`config.mk`:
```
export PLATFORM = sky130hd
export DESIGN_NAME = prime_sieve_master
export DESIGN_NICKNAME = d
export VERILOG_FILES = /design/src/rtl/prime_sieve_master.sv
export SDC_FILE = /design/constraint.sdc
export NUM_CORES = 1
export LEC_CHECK = 0
export CORE_ASPECT_RATIO = 0.8
export CORE_MARGIN = 4
export CORE_UTILIZATION = 56
export DETAILED_ROUTE_END_ITERATION = 10
export PLACE_DENSITY = 0.86
export SLEW_MARGIN = 30
export SYNTH_ARGS = -nofsm -noshare
export SYNTH_HDL_FRONTEND = slang
export SYNTH_SLANG_ARGS = --single-unit
```
`constraint.sdc`:
```
create_clock -name clk_i -period 11.1 [get_ports clk_i]
set_clock_uncertainty 0.2 [all_clocks]
set_input_delay 2.775 -clock clk_i [delete_from_list [all_inputs] [get_ports clk_i]]
set_output_delay 2.775 -clock clk_i [all_outputs]
set_load 0.02 [all_outputs]
```
`src/rtl/prime_sieve_master.sv`:
```
// prime_sieve_master: bus master that hands a sieve limit to a prime-number
// responder, waits for it to build its isPrime table, then reads back every
// odd candidate from 3 up to the limit and counts the primes. It reports the
// run length, flags limits with a well-known prime count, and aborts the run
// with err_o if the responder stops acknowledging.
module prime_sieve_master #(
    parameter int PRIME_BITS  = 20,
    parameter int CYCLE_BITS  = 32,
    parameter int ACK_TIMEOUT = 15
) (
    input  logic                  clk_i,
    input  logic                  rst_i,
    input  logic                  start_i,
    input  logic [PRIME_BITS-1:0] max_i,
    output logic                  busy_o,
    output logic                  done_o,
    output logic [PRIME_BITS-1:0] count_o,
    output logic [CYCLE_BITS-1:0] cycles_o,
    output logic                  known_o,
    output logic                  pass_o,
    output logic                  err_o,
    output logic [PRIME_BITS-1:0] m_adr_o,
    output logic [PRIME_BITS-1:0] m_dat_o,
    input  logic                  m_dat_i,
    output logic                  m_we_o,
    output logic                  m_stb_o,
    input  logic                  m_ack_i,
    input  logic                  m_stall_i
);

    typedef enum logic [6:0] {
        IDLE       = 7'b000_0001,
        WR_STB     = 7'b000_0010,
        WR_ACK     = 7'b000_0100,
        SIEVE_WAIT = 7'b000_1000,
        RD_STB     = 7'b001_0000,
        RD_ACK     = 7'b010_0000,
        FINISH     = 7'b100_0000
    } state_t;

    localparam int AW1      = PRIME_BITS + 1;
    localparam int TMO_BITS = (ACK_TIMEOUT < 2) ? 1 : $clog2(ACK_TIMEOUT + 1);
    localparam logic [TMO_BITS-1:0] TMO_LAST = TMO_BITS'(ACK_TIMEOUT - 1);

    // Reference prime counts for the classic limits; zero means "not a known limit".
    function automatic logic [31:0] known_count(input logic [31:0] lim);
        logic [31:0] res;
        case (lim)
            32'd10:      res = 32'd4;
            32'd100:     res = 32'd25;
            32'd1000:    res = 32'd168;
            32'd10000:   res = 32'd1229;
            32'd100000:  res = 32'd9592;
            32'd1000000: res = 32'd78498;
            default:     res = 32'd0;
        endcase
        return res;
    endfunction

    state_t                state_q, state_d;
    logic [PRIME_BITS-1:0] max_q, max_d;
    logic [PRIME_BITS-1:0] count_q, count_d;
    logic [CYCLE_BITS-1:0] cycles_q, cycles_d;
    logic [PRIME_BITS-1:0] adr_q, adr_d;
    logic [PRIME_BITS-1:0] dat_q, dat_d;
    logic                  busy_q, busy_d;
    logic                  done_q, done_d;
    logic                  err_q, err_d;
    logic                  known_q, known_d;
    logic                  pass_q, pass_d;
    logic [TMO_BITS-1:0]   tmo_q, tmo_d;
    logic                  first_q, first_d;
    logic [AW1-1:0]        adr_nxt_d;
    logic [31:0]           ref_cnt_d;

    // Widened next-address so a limit of all-ones cannot wrap back to a small address.
    always_comb begin
        adr_nxt_d = {1'b0, adr_q} + AW1'(2);
        ref_cnt_d = known_count(32'(max_q));
    end

    // Next-state, datapath updates and the combinational strobe (gated by stall).
    always_comb begin
        state_d  = state_q;
        max_d    = max_q;
        count_d  = count_q;
        adr_d    = adr_q;
        dat_d    = dat_q;
        busy_d   = busy_q;
        done_d   = 1'b0;
        err_d    = err_q;
        known_d  = known_q;
        pass_d   = pass_q;
        tmo_d    = tmo_q;
        first_d  = first_q;
        m_stb_o  = 1'b0;
        m_we_o   = 1'b0;
        if (busy_q && (cycles_q != {CYCLE_BITS{1'b1}})) begin
            cycles_d = cycles_q + CYCLE_BITS'(1);
        end else begin
            cycles_d = cycles_q;
        end

        case (state_q)
            IDLE: begin
                if (start_i) begin
                    max_d    = max_i;
                    dat_d    = max_i;
                    adr_d    = '0;
                    count_d  = '0;
                    cycles_d = '0;
                    err_d    = 1'b0;
                    busy_d   = 1'b1;
                    state_d  = WR_STB;
                end else begin
                    state_d = IDLE;
                end
            end
            WR_STB: begin
                if (!m_stall_i) begin
                    m_stb_o = 1'b1;
                    m_we_o  = 1'b1;
                    tmo_d   = '0;
                    state_d = WR_ACK;
                end else begin
                    state_d = WR_STB;
                end
            end
            WR_ACK: begin
                if (m_ack_i) begin
                    first_d = 1'b1;
                    state_d = SIEVE_WAIT;
                end else if (tmo_q == TMO_LAST) begin
                    err_d   = 1'b1;
                    state_d = FINISH;
                end else begin
                    tmo_d = tmo_q + TMO_BITS'(1);
                end
            end
            SIEVE_WAIT: begin
                // The responder raises stall together with its ack, so the
                // first cycle here is never trusted as "sieve finished".
                if (first_q) begin
                    first_d = 1'b0;
                end else if (!m_stall_i) begin
                    count_d = (max_q >= PRIME_BITS'(2)) ? PRIME_BITS'(1) : PRIME_BITS'(0);
                    if (max_q >= PRIME_BITS'(3)) begin
                        adr_d   = PRIME_BITS'(3);
                        state_d = RD_STB;
                    end else begin
                        state_d = FINISH;
                    end
                end else begin
                    state_d = SIEVE_WAIT;
                end
            end
            RD_STB: begin
                if (!m_stall_i) begin
                    m_stb_o = 1'b1;
                    tmo_d   = '0;
                    state_d = RD_ACK;
                end else begin
                    state_d = RD_STB;
                end
            end
            RD_ACK: begin
                if (m_ack_i) begin
                    count_d = count_q + PRIME_BITS'(m_dat_i);
                    if (adr_nxt_d <= {1'b0, max_q}) begin
                        adr_d   = adr_nxt_d[PRIME_BITS-1:0];
                        state_d = RD_STB;
                    end else begin
                        state_d = FINISH;
                    end
                end else if (tmo_q == TMO_LAST) begin
                    err_d   = 1'b1;
                    state_d = FINISH;
                end else begin
                    tmo_d = tmo_q + TMO_BITS'(1);
                end
            end
            FINISH: begin
                done_d  = 1'b1;
                busy_d  = 1'b0;
                known_d = (ref_cnt_d != 32'd0);
                pass_d  = (ref_cnt_d != 32'd0) && !err_q && (32'(count_q) == ref_cnt_d);
                state_d = IDLE;
            end
            default: begin
                busy_d  = 1'b0;
                state_d = IDLE;
            end
        endcase
    end

    // State and datapath registers with synchronous reset.
    always_ff @(posedge clk_i) begin
        if (rst_i) begin
            state_q  <= IDLE;
            max_q    <= '0;
            count_q  <= '0;
            cycles_q <= '0;
            adr_q    <= '0;
            dat_q    <= '0;
            busy_q   <= 1'b0;
            done_q   <= 1'b0;
            err_q    <= 1'b0;
            known_q  <= 1'b0;
            pass_q   <= 1'b0;
            tmo_q    <= '0;
            first_q  <= 1'b0;
        end else begin
            state_q  <= state_d;
            max_q    <= max_d;
            count_q  <= count_d;
            cycles_q <= cycles_d;
            adr_q    <= adr_d;
            dat_q    <= dat_d;
            busy_q   <= busy_d;
            done_q   <= done_d;
            err_q    <= err_d;
            known_q  <= known_d;
            pass_q   <= pass_d;
            tmo_q    <= tmo_d;
            first_q  <= first_d;
        end
    end

    assign busy_o   = busy_q;
    assign done_o   = done_q;
    assign count_o  = count_q;
    assign cycles_o = cycles_q;
    assign known_o  = known_q;
    assign pass_o   = pass_q;
    assign err_o    = err_q;
    assign m_adr_o  = adr_q;
    assign m_dat_o  = dat_q;

endmodule

```
# Word-level counts from Yosys, hierarchy flattened
# Index checks and enable logic that the tools add are counted.
dict set report word_totals {
  ff_bits 109
  latch_bits 0
  ram_bits 0
  rom_bits 0
  in_bits 26
  output_inout_bits 99
  word_cells 109
  memories 0
}
dict set report classes {
  addsub 4
  mul 0
  div 0
  order_cmp 3
  eq_ne 27
  n_shift 0
  mux 43
  n_bitwise 1
  reduce_logical 19
}
# operator count
set op_table {}
lappend op_table {{$mux 20} 9}
lappend op_table {{$pmux 20 s3} 2}
lappend op_table {{$pmux 17 s6} 1}
lappend op_table {{$mux 32} 3}
lappend op_table {{$mux 7} 7}
lappend op_table {{$pmux 7 s6} 1}
lappend op_table {{$ge 20x2->1 const B} 2}
lappend op_table {{$add 32x1->32 const B} 1}
lappend op_table {{$eq 20x32->1} 1}
lappend op_table {{$ne 32x32->1 const B} 1}
lappend op_table {{$reduce_bool 32->1} 1}
lappend op_table {{$add 20x2->21 const B} 1}
lappend op_table {{$le 21x20->1} 1}
lappend op_table {{$add 20x1->20} 1}
lappend op_table {{$eq 20x10->1 const B} 1}
lappend op_table {{$eq 20x14->1 const B} 1}
lappend op_table {{$eq 20x17->1 const B} 1}
lappend op_table {{$eq 20x20->1 const B} 1}
lappend op_table {{$eq 20x4->1 const B} 1}
lappend op_table {{$eq 20x7->1 const B} 1}
lappend op_table {{$ne 2x2->1 const B} 10}
lappend op_table {{$mux 4} 3}
lappend op_table {{$mux 1} 10}
lappend op_table {{$pmux 4 s2} 1}
lappend op_table {{25 further kinds} 35}

# Depth between registers and ports, before layout
# Gate-level depths: netlist of the first run.
dict set report logic_depth {
  ltp_word 5
  depth_mapped 15
}

# Least setup slack after synthesis of the first run
# OpenSTA, ideal clock, no wires.
dict set report synth_timing {
  path_type {input to output}
  start {in m_stall_i}
  end {out m_we_o}
  arrival_time_ps 3473
  slack_ps 4652
  stages 2
  path_buffers 1
  path_cell_list {buf_4 -> nor3_1}
}
dict set report synth_via {
  elab_chain_cells 2
}
# item line
set synth_rtl {}
lappend synth_rtl {{from (decl)} 28} ;# input logic m_stall_i
lappend synth_rtl {{$mux 1} 120} ;# if (!m_stall_i) begin
lappend synth_rtl {{$mux 1} 104} ;# case (state_q)
lappend synth_rtl {{to (decl)} 25} ;# output logic m_we_o,
# Every way passes these cells.

# Worst setup path after layout of the first run
dict set report layout_timing {
  start {in m_stall_i}
  end {out m_stb_o}
}
dict set report layout_via {
  elab_chain_cells 2
}
# item line
set layout_rtl {}
lappend layout_rtl {{$mux 1} {120, 158}}
lappend layout_rtl {{$mux 1} -}
lappend layout_rtl {{to (decl)} 26} ;# output logic m_stb_o,
# Every way passes these cells.

==> impl_metrics.toml, run 1 <==
[clock_tree]
clkLatencyLatePin_ns = 0.36
hold_buffers = 0
root_buffer = "clkbuf_16"
clockBufferDepth = 2
clkSinkCount = 109
ctsResizeCount = 0
cts_max_level = 3
cts_buffers = 9
clk_pin_slew_ns = 0.07
post-cts-setup-buffers = 0
cts_tree = "yes"

[place]
dpl_worst_slack_ns = 3.72
placed_cell_area_um2 = 7540
dp_hpwl_um = 12700
gp_congestion = 0.909
io_buffer_count = 124

[timing]
fmax_mhz = 135
fin_ws_ns = 3.70
slew_headroom = 0.392
min_period_over_period = 0.667
slew_violations = 0
finalCriticalPeriod_ns = 7.40
setup_viol = 0
worst_slew_pin_slew_ns = 0.910
finalSetupTns_ns = 0
rsz0062_at_grt = "false"
hold_viol = 0
hold-worst-slack_ns = 0.294

[worst_setup_path]
cp.arrival_ns = 4.42
crit_family = "buffers and inverters"
critPathMaxFanout = 9
crit_path_frequent_cell = "clkdlybuf4s50_1"
cp-end-kind = "primary output"
cp_cell_sequence = "clkdlybuf4s50_1 > or2_2 > inv_1 > clkdlybuf4s50_1"
critPathKind = "in2out"
crit_required_ns = 8.12
path_buf_inv = 3
slowest_stage = "clkdlybuf4s50_1"
cp_slowest_stage_delay_ns = 0.61
worstSetupStartpointType = "input pin"

[min_path]
hold_class = "reg2reg"

[floorplan]
die_w_um = 126
die-height_um = 102
die_area_um2 = 12900
core_area_um2 = 10900
ios = 125
initial_core_util = 0.573
rows = 34

[global_route]
antenna_found_initial = 0
grt_usage = 0.268
grt_max_degree = 49
grt_pass1_vias = 5955
grt.overflow.total = 0
grt_pass1_wl_um = 28600

[synthesis]
synthTopCellsByCount = "109 x dfxtp_1, 93 x nand2_1, 88 x nor2_1"
yosysWarnings = 0
synth_compound_area_frac = 0.127
yosys_register_bits = 109
synth_top_area_frac = 0.350
async_reset_ff_frac = 0
yosysTopAreaCell = "dfxtp_1"
synth_top_family_by_area = "simple AND/OR/NAND/NOR gates"
seq_area_frac_synth = 0.350
muxShareOfSynthArea = 0.00481
synth_edf_count = 0
synthAdderAreaFrac = 0.0541
avgSynthCellArea_um2 = 8.03
synth_cells = 777
synth_ff_type = "dfxtp_1"
yosys-top-cells-area = "dfxtp_1 35%, nand2_1 5.6%, ha_1 5.4%"
ys_types = 64
synthXorXnorAreaFrac = 0.0954
yosysMostFrequentCell = "dfxtp_1"
syn_area_um2 = 6240
synth_nets = 830
synthSimpleGateAreaFrac = 0.324

[routing]
vias_per_cell = 6.03
final_antenna_net_count = 0
vias = 6235
dr.pass1.iters = 5
wl_per_cell_um = 16.5
drt_wl_total_um = 17100
drt_iter0_drc = 448
drc = 0

[finish]
area_delta_synth_final_pct = 25.8
drive_above_1_share = 0.0427
fin_util = 0.721
diodes = 0
nets = 938
finalInstanceArea_um2 = 7850

[power]
p_leak_nw = 2.85
powerDensity_nw_per_um2 = 149
ir_worst_vdd_uv = 112

[job]
cap_violations = 0

[run_status]
status = "finished, final reports clean"
-- layout make-up --
class                           count  area (µm²)
Multi-Input combinational cell    604        3790
Fill cell                         833        3040
Sequential cell                   109        2180
Timing Repair Buffer              127        1260
Clock buffer                        9         225
Tap cell                          144         180
Inverter                           34         128
Clock inverter                      7        82.6
-- worst register-to-register path, cell delays in order, from the launching register on --
cell and delay, ns:
dfxtp_1 0.52, nand4_1 0.24, nor3_1 0.35, nand2_1 0.19
xnor2_1 0.26, ha_1 0.31, a21o_1 0.22, a311o_1 0.36
o31ai_1 0.37, nand3_1 0.48, or4_1 0.64, a21oi_1 0.15
-- cells in the final DEF, fill, tap and decap left out, types with 23 or more instances in the layout --
cell type and instances:
xnor2_1 32, clkdlybuf4s50_1 124, a21oi_1 46, ha_1 27, nor2_1 88, nand2_1 93, nand4_1 33, inv_1 34
xor2_1 36, nand3_1 39, nor3_1 23, dfxtp_1 109
-- metal layers --
layer,vias to the layer above,part of all wire,GRT usage
li1,2989,-,-
met1,2882,0.43,0.352
met2,327,0.46,0.429
met3,37,0.091,0.0674
met4,0,0.024,0.104
met5,-,0,0
-- where the power goes --
part	switching, mW	leakage (nW)	internal (mW)	total (mW)
sequential	0.0520	0.883	0.418	0.470
clock	0.155	0.145	0.179	0.334
combinational	0.228	1.82	0.138	0.366
total	0.435	2.85	0.735	1.17
-- cells by family (layout without fill, tap and decap cells) --
logic type	Yosys count	after routing
compound gates	117	117
xor+xnor	68	68
fa+ha+maj	27	27
buf+inv	64	177
flops	109	109
mux	3	3
simple gates	389	389
-- through the flow --
stage / std cells / power, mW
final: 1034 / 1.17
after CTS: 1034 / 1.17
after floorplan: 777 / 0.719
after global placement: 1018 / 0.818
after global routing: 1034 / 1.23
after detailed placement: 1018 / 0.835
-- sequential cells by signal, indices dropped and copies added, names as in the netlist --
register and flops:
m_adr_o 20, busy_o 1, m_dat_o 20, tmo_q 4, first_q 1, state_q 7
done_o 1, count_o 20, pass_o 1, err_o 1, cycles_o 32, known_o 1
-- worst paths after layout --
check / slack, ns / startpoint / to / cells past startpoint
max: 3.70 / m_stall_i / m_stb_o / 4
min: 0.29 / first_q / first_q / 2
max reg2reg: 6.76 / m_adr_o[7] / m_adr_o[7] / 11
min reg2reg: 0.29 / first_q / first_q / 2
Note: power is estimated with default switching activity, not from simulation.
==> inputs of run 2 (changes only) <==
Settings changed: CORE_UTILIZATION 56 to 47, PLACE_DENSITY 0.86 to 0.77.
Clock period 11.1 ns to 6.25 ns, I/O delays scaled along.
==> run 2 against run 1 <==
Combinational power is 78% higher. Worst setup slack worse by 2.4 ns. Die area is 18% higher. Largest cell class unchanged. Register-to-register slack worse by 5.1 ns.
==> impl_metrics.toml, run 2 (synthesis results as in run 1) <==
[timing]
worst_slew_pin_slew_ns = 0.931
finalCriticalPeriod_ns = 4.94
min_period_over_period = 0.790
rsz0062_at_grt = "false"
fmax_mhz = 203
finalSetupTns_ns = 0
slew_violations = 0
hold_viol = 0
slew_headroom = 0.379
setup_viol = 0

[worst_setup_path]
critPathMaxFanout = 9
critPathKind = "in2out"
r2r-start = "m_adr_o[4]"
crit_path_frequent_cell = "clkdlybuf4s50_1"
path_buf_inv = 3
cp_slowest_stage_delay_ns = 0.61
reg2reg_slack_ns = 1.68
crit_required_ns = 4.49
cp.arrival_ns = 3.18
r2r_end = "m_adr_o[8]"
slowest_stage = "clkdlybuf4s50_1"
worst-r2r-cell-count = 12
cp_cell_sequence = "clkdlybuf4s50_1 > or2_2 > inv_1 > clkdlybuf4s50_1"
crit_family = "buffers and inverters"
cp-end-kind = "primary output"
worstSetupStartpointType = "input pin"

[clock_tree]
hold_buffers = 0
cts_tree = "yes"
post-cts-setup-buffers = 0
cts_buffers = 9
clk_pin_slew_ns = 0.07
root_buffer = "clkbuf_16"
clkLatencyLatePin_ns = 0.35
ctsResizeCount = 0
clkSinkCount = 109
clockBufferDepth = 2
cts_max_level = 3

[finish]
layout_common_cells = "123 x clkdlybuf4s50_1, 109 x dfxtp_1, 93 x nand2_1"
n_fill_cell = 1092
largest_reg_flops = 32
ff_latch_area_um2 = 2180
area_delta_synth_final_pct = 26.8
multi_input_area_um2 = 3790
nets = 939
final_common_cell = "clkdlybuf4s50_1"
diodes = 0
drive_above_1_share = 0.0438

[routing]
drt_iter0_drc = 299
final_antenna_net_count = 0
vias_per_cell = 5.62
dr.pass1.iters = 5
drc = 0
vias = 5996
wl_per_cell_um = 15.5
drt_wl_total_um = 16500

[power]
pwr-share-comb = 0.310
p_total_mw = 2.10
switching_power_mw = 0.749
p_leak_nw = 2.87
internal-power_mw = 1.35
switching_share = 0.357
p_clk_frac = 0.293
p_seq_frac = 0.397
ir_worst_vdd_uv = 205
powerDensity_nw_per_um2 = 265

[floorplan]
die_w_um = 137
rows = 37
die-height_um = 111
die_area_um2 = 15200
ios = 125
core_area_um2 = 12900
initial_core_util = 0.483

[min_path]
hp-start = "first_q"
hold_class = "reg2reg"
hold_end = "first_q"
holdPathStages = 2

[job]
cap_violations = 0

[place]
dp_hpwl_um = 12200
gp_congestion = 0.891
io_buffer_count = 124

[global_route]
grt_pass1_wl_um = 27200
antenna_found_initial = 0
grt.overflow.total = 0
grt_usage = 0.218
grt_pass1_vias = 5457
grt_max_degree = 49

[run_status]
status = "finished, final reports clean"
==> run 2: cell types whose count changed in the layout (fill, tap and decap cells not counted), sizes merged <==
cell	previous run	this run
clkinvlp	2	0
buf	3	5
clkdlybuf4s50	124	123
clkbuf	9	14
inv	37	34
==> run 2: worst max path at each step <==
stage	end	cells after the start	startpoint
after floorplan	m_we_o	2	m_stall_i
after global placement	m_stb_o	4	m_stall_i
after detailed placement	m_stb_o	4	m_stall_i
after CTS	m_stb_o	4	m_stall_i
after global routing	m_adr_o[8]	12	m_adr_o[4]
final	m_stb_o	4	m_stall_i
==> run 2: worst reg2reg max path, stage by stage (launching register included) <==
cell,delay (ns)
dfxtp_1,0.51
nand4_1,0.21
nor3_1,0.33
nand2_1,0.19
xnor2_1,0.26
ha_1,0.30
a21o_1,0.20
a311o_1,0.34
o31ai_1,0.33
nand3_1,0.49
nor3_1,0.74
buf_4,0.29
a22o_1,0.14
==> run 2: final cells by class <==
class | count | share of cell area
clock inverters | 2 | 0.00490
repair buffers | 128 | 0.160
multi-input cells | 604 | 0.480
inverters | 34 | 0.0161
clock buffers | 14 | 0.0359
well taps | 175 | 0.0277
flip-flops and latches | 109 | 0.276
==> run 2: layer usage <==
| layer | share of wire | global-route usage |
|---|---|---|
| met5 | 0 | 0 |
| met4 | 0.012 | 0.0545 |
| met3 | 0.075 | 0.0485 |
| met2 | 0.44 | 0.326 |
| met1 | 0.48 | 0.317 |
==> run 2: stage by stage <==
stage	utilization	instance area (µm²)	hold slack, ns	worst slack, ns	std cells
finish	0.613	7910	0.305	1.31	1066
detailed placement	0.587	7580	0.288	1.32	1050
global placement	0.587	7580	0.282	1.34	1050
floorplan	-	6240	0.255	2.23	777
global route	0.613	7910	0.343	1.20	1066
CTS	0.612	7910	0.301	1.31	1066
==> run 2: power by group through the flow <==
stage	sequential (mW)	combinational (mW)	clock [mW]
CTS	0.831	0.652	0.628
finish	0.833	0.651	0.614
global route	0.844	0.722	0.652
detailed placement	0.846	0.648	0
global placement	0.844	0.638	0
floorplan	0.866	0.410	0
